File: src/rtl/spi_req_arbiter.sv
// Two-requester round-robin front end for an SPI master.
// Grants one requester, forwards its byte and mode, tracks SS_b and returns rx data.
module spi_req_arbiter #(
   parameter int TIMEOUT = 64
) (
   input  logic       clk,
   input  logic       rst,
   input  logic [1:0] req,
   input  logic [7:0] tx0_data,
   input  logic [7:0] tx1_data,
   input  logic [2:0] mode0,
   input  logic [2:0] mode1,
   output logic [1:0] gnt,
   output logic [1:0] done,
   output logic       err,
   output logic [7:0] rx_data,
   output logic       busy,
   output logic       SPI_RDY,
   output logic [7:0] Data_in,
   output logic       LSBFE,
   output logic       cpol,
   output logic       cpha,
   input  logic       SS_b,
   input  logic [7:0] Data_out
);

   localparam logic [2:0] IDLE      = 3'd0;
   localparam logic [2:0] SETUP     = 3'd1;
   localparam logic [2:0] START     = 3'd2;
   localparam logic [2:0] WAIT_LOW  = 3'd3;
   localparam logic [2:0] WAIT_HIGH = 3'd4;
   localparam logic [2:0] DONE      = 3'd5;

   localparam logic [7:0] TO_LAST = 8'(TIMEOUT - 1);

   logic [2:0] state;
   logic [7:0] cnt;
   logic       last;
   logic       ss_seen;
   logic [1:0] win;

   // last=1 means requester 1 won most recently, so requester 0 wins a tie
   always_comb begin
      win    = 2'b00;
      win[0] = req[0] & (~req[1] | last);
      win[1] = req[1] & (~req[0] | ~last);
   end

   assign SPI_RDY = (state == START);
   assign busy    = (state != IDLE);

   always_ff @(posedge clk) begin
      if (rst) begin
         state   <= IDLE;
         cnt     <= 8'd0;
         last    <= 1'b1;
         ss_seen <= 1'b0;
         gnt     <= 2'b00;
         done    <= 2'b00;
         err     <= 1'b0;
         rx_data <= 8'h00;
         Data_in <= 8'h00;
         LSBFE   <= 1'b0;
         cpol    <= 1'b0;
         cpha    <= 1'b0;
      end else begin
         done <= 2'b00;
         err  <= 1'b0;
         case (state)
            IDLE: begin
               if (|req) begin
                  gnt   <= win;
                  state <= SETUP;
                  if (win[0]) begin
                     Data_in              <= tx0_data;
                     {LSBFE, cpol, cpha}  <= mode0;
                  end else begin
                     Data_in              <= tx1_data;
                     {LSBFE, cpol, cpha}  <= mode1;
                  end
               end
            end
            SETUP: begin
               state <= START;
            end
            START: begin
               // a slave that drops SS_b alongside the strobe must not be missed
               cnt     <= 8'd0;
               ss_seen <= ~SS_b;
               state   <= WAIT_LOW;
            end
            WAIT_LOW: begin
               if (!SS_b || ss_seen) begin
                  ss_seen <= 1'b0;
                  state   <= WAIT_HIGH;
               end else if (cnt == TO_LAST) begin
                  done  <= gnt;
                  err   <= 1'b1;
                  state <= DONE;
               end else begin
                  cnt <= cnt + 8'd1;
               end
            end
            WAIT_HIGH: begin
               if (SS_b) begin
                  done    <= gnt;
                  rx_data <= Data_out;
                  state   <= DONE;
               end
            end
            DONE: begin
               last  <= gnt[1];
               gnt   <= 2'b00;
               state <= IDLE;
            end
            default: begin
               gnt   <= 2'b00;
               state <= IDLE;
            end
         endcase
      end
   end

endmodule

File: config.mk
export PLATFORM = sky130hd
export DESIGN_NAME = spi_req_arbiter
export DESIGN_NICKNAME = d
export VERILOG_FILES = /design/src/rtl/spi_req_arbiter.sv
export SDC_FILE = /design/constraint.sdc
export NUM_CORES = 1
export LEC_CHECK = 0
export ABC_CLOCK_PERIOD_IN_PS = 3000
export CAP_MARGIN = 20
export CORE_MARGIN = 5
export CORE_UTILIZATION = 49
export DETAILED_ROUTE_END_ITERATION = 7
export GPL_TIMING_DRIVEN = 0
export PLACE_DENSITY = 0.85
export SYNTH_ARGS = -nofsm -noshare
export SYNTH_HDL_FRONTEND = slang
export SYNTH_SLANG_ARGS = --single-unit
File: constraint.sdc
create_clock -name clk -period 3 [get_ports clk]
set_input_delay 0.45 -clock clk [delete_from_list [all_inputs] [get_ports clk]]
set_output_delay 0.45 -clock clk [all_outputs]
set_load 0.03 [all_outputs]
==> run_results.csv <==
group,metric,value,unit
yosys,synth_common_cells,"sky130_fd_sc_hd__dfxtp_1, sky130_fd_sc_hd__nor2_1, sky130_fd_sc_hd__mux2i_1, sky130_fd_sc_hd__nand2_1",
yosys,ys_top_cells_by_area,"sky130_fd_sc_hd__dfxtp_1, sky130_fd_sc_hd__mux2i_1, sky130_fd_sc_hd__a211oi_2, sky130_fd_sc_hd__nor2_1, sky130_fd_sc_hd__nor2_2",
floorplan,dieHeight,71.00,um
power_and_ir_drop,p_sw_frac,0.3080,
timing,unrepaired_setup_endpoints_after_global_routing,"false",
yosys,number_of_enable_flip_flop_cells_after_synthesis,0,
finish,final.fill_count,299,
grt,number_of_global_route_vias_before_repair,1486,
setup_path,kind_of_launch_point_of_the_worst_setup_path,"flip-flop",
place,post-dp-hpwl,3.231,mm
finish,layout_overhead_on_the_synthesized_area,41.80,%
timing,clock.fmax,0.4243,GHz
timing,setup-violations-final,0,
yosys,synth.most_common_cell,"sky130_fd_sc_hd__dfxtp_1",
detailed_routing,drtIter0Drc,106,
yosys,yosysTopAreaCell,"sky130_fd_sc_hd__dfxtp_1",
cts,htree_num_levels,2,
yosys,async_reset_ff_frac,0,
setup_path,cp_cell_sequence,"clkbuf_1, nor3b_1, clkdlybuf4s50_1",
detailed_routing,ant_nets,0,
timing,finalWorstPathRequiredPeriod,2.357,ns
timing,slew_headroom,0.5909,
setup_path,max_stage_delay,0.73,ns
cts,tritoncts.num_buffers,5,
power_and_ir_drop,power.share.combinational,0.299,
run,maxCapViolations,0,
floorplan,row_count,22,
setup_path,worst_setup_path_end_kind,"primary output",
yosys,synth-seq-cells,37,
floorplan,io_pins,61,
detailed_routing,viasPerCell,5.062,
setup_path,critPathArrivalTime,1.91,ns
finish,final_nets,293,
power_and_ir_drop,pwr-share-seq,0.415,
cts,clk_slew_on_worst_s_h_paths,0.07,ns
finish,ratio_of_cells_with_drive_above_1_in_the_final_layout,0.1589,
cts,cts-root-to-sink-buffers,2,
detailed_routing,first_pass_drt_iterations,4,
cts,cts.sinks,37,
detailed_routing,wire_length_per_cell_after_detailed_routing,13.80,um
yosys,synth_seq_area_share,0.4063,
grt,first_pass_grt_wire_length,6.948,mm
timing,worstMarginPinSlew,0.6137,ns
timing,fin_setup_tns,0,ns
yosys,synth.cell_area,1823,sq um
cts,postCtsSetupRepairBufs,0,
power_and_ir_drop,p_sw,408.2,uW
setup_path,crit_required,2.55,ns
power_and_ir_drop,cellInternalPower,917.3,uW
worst_hold_path,hold_path.class,"reg -> reg",
detailed_routing,drt_drc_violations_left,0,
power_and_ir_drop,p_per_area,512.8,nW/um^2
power_and_ir_drop,leakage,0.9382,nW
setup_path,worst_path_top_cell_family_by_delay,"buffers and inverters",
place,place_worst_setup_slack,0.8020,ns
detailed_routing,detail_route.wirelength,4.222,mm
yosys,synth.top_cell.area_share,0.4063,
power_and_ir_drop,design_power_total,1.326,mW
setup_path,crit_buf_inv,2,
cts,cts_tree,"done",
setup_path,cp_max_fo,10,
place,place_congestion,0.8458,
cts,clock_tree.root_cell,"sky130_fd_sc_hd__clkbuf_8",
detailed_routing,dr_total_vias,1549,
grt,largest_net_degree_at_the_start_of_global_routing,12,
place,number_of_buffers_added_on_ports,60,
yosys,synth_cells,190,
run_status,run_status,"complete, no violations",
power_and_ir_drop,share_clk_of_total_power,0.286,
floorplan,die_w,71.00,um
setup_path,timing.critical_path.slowest_stage_cell,"sky130_fd_sc_hd__clkdlybuf4s50_1",
finish,antenna-diode-count,0,
timing,timing.final.hold_violations,0,
yosys,yosys_warnings,0,
setup_path,worst-setup-path-type,"reg -> out",
floorplan,start_util,0.5017,
floorplan,design.core.area,3633,sq um
grt,gr-total-overflow,0,
power_and_ir_drop,worst_ir_drop_vdd,0.3157,mV
yosys,dominantRegCellSynth,"sky130_fd_sc_hd__dfxtp_1",
yosys,number_of_nets_produced_by_synthesis,226,
cts,cts_hold_buf,0,
timing,skew,0.003007,ns
cts,postCtsResizedCells,0,
floorplan,die_outline_area,5040,sq um
finish,final_core_utilization,0.7114,
grt,globalRouteTotalUtil,0.1731,
timing,worst_slack,0.6433,ns
cts,insertion_delay,0.29,ns
yosys,syn_avg_cell_area,9.595,sq um
grt,antenna_found_initial,0,
timing,layout_worst_path_cycle_share,0.7856,
timing,count_of_pins_over_their_slew_limit,0,
yosys,synth.lib_cells_used.distinct,45,
==> worst register-to-register path, delay by kind of cell (launching register included) <==
family | cells | cell delay, ns
DFF | 1 | 0.35
adders and majority gates | 1 | 0.25
AOI/OAI and AO/OA | 3 | 0.75
and+or+nand+nor | 1 | 0.20
buffers and inverters | 1 | 0.13
==> per-layer routing <==
layer / vias up / global-route usage / part of all wire
met5: - / 0 / 0
met4: 0 / 0.07516 / 0.013
met3: 6 / 0.04545 / 0.064
met2: 37 / 0.2750 / 0.47
met1: 691 / 0.2209 / 0.46
li1: 815 / - / -
==> cell families after synthesis <==
family | Yosys count | share of synthesized area
compound gates | 44 | 0.1970
fa+ha+maj | 1 | 0.006862
buf+inv | 20 | 0.06177
flops | 37 | 0.4063
mux | 21 | 0.1160
simple gates | 67 | 0.2121
==> final timing paths <==
path,start,end,slack [ns],depth (start not counted)
setup reg to reg,cnt[0]$_SDFFE_PP0P_,cnt[5]$_SDFFE_PP0P_,1.25,6
hold / removal,gnt[0]$_SDFFE_PP0P_,done[0]$_SDFF_PP0_,0.46,2
setup / recovery,state[2]$_SDFFE_PP0P_,SPI_RDY,0.64,3
hold reg to reg,gnt[0]$_SDFFE_PP0P_,done[0]$_SDFF_PP0_,0.46,2
==> flip-flops by register name, summed over array words and instances, names as in the netlist, 2 cells and up <==
signal   flops
Data_in      8
state        3
done         2
gnt          2
cnt          8
rx_data      8
==> stage by stage <==
step,instances,instance area [sq um],hold slack [ns]
2_1_floorplan,190,1823,0.4401
3_3_place_gp,298,2484,0.4481
3_5_place_dp,298,2484,0.4573
4_1_cts,306,2585,0.4674
5_1_grt,306,2585,0.4734
6_report,306,2585,0.4624
==> placed cells by master, fill, tap and decap left out, drive strengths merged, types with 2 or more instances in the layout <==
master	n
nor2b	2
and4bb	2
a31oi	5
o211ai	2
inv	7
nand3b	2
nor2	31
a2111oi	2
nand3	4
nand2	10
o21ai	9
mux2i	20
a41oi	2
or3	4
buf	10
a21oi	7
dfxtp	37
and4	2
clkdlybuf4s50	60
and3	2
o31ai	2
clkbuf	10
nand2b	3
a211oi	11
==> power by group through the flow <==
stage / Sequential, mW / Combinational, mW / Clock [mW]
final: 0.550 / 0.396 / 0.379
after detailed placement: 0.562 / 0.399 / 0
after floorplan: 0.616 / 0.194 / 0
after global routing: 0.555 / 0.424 / 0.411
after global placement: 0.560 / 0.394 / 0
after CTS: 0.550 / 0.400 / 0.392
==> cell type report <==
type                            count  area (sq um)  share of cell area
Clock inverter                      1         5.005            0.001936
Multi-Input combinational cell    133         969.7              0.3751
Timing Repair Buffer               60         600.6              0.2323
Buffer                             13         86.33             0.03340
Tap cell                           48         60.06             0.02323
Inverter                            7         26.28             0.01016
Sequential cell                    37         740.7              0.2865
Clock buffer                        7         96.34             0.03727
(Power assumes the default switching activity.)
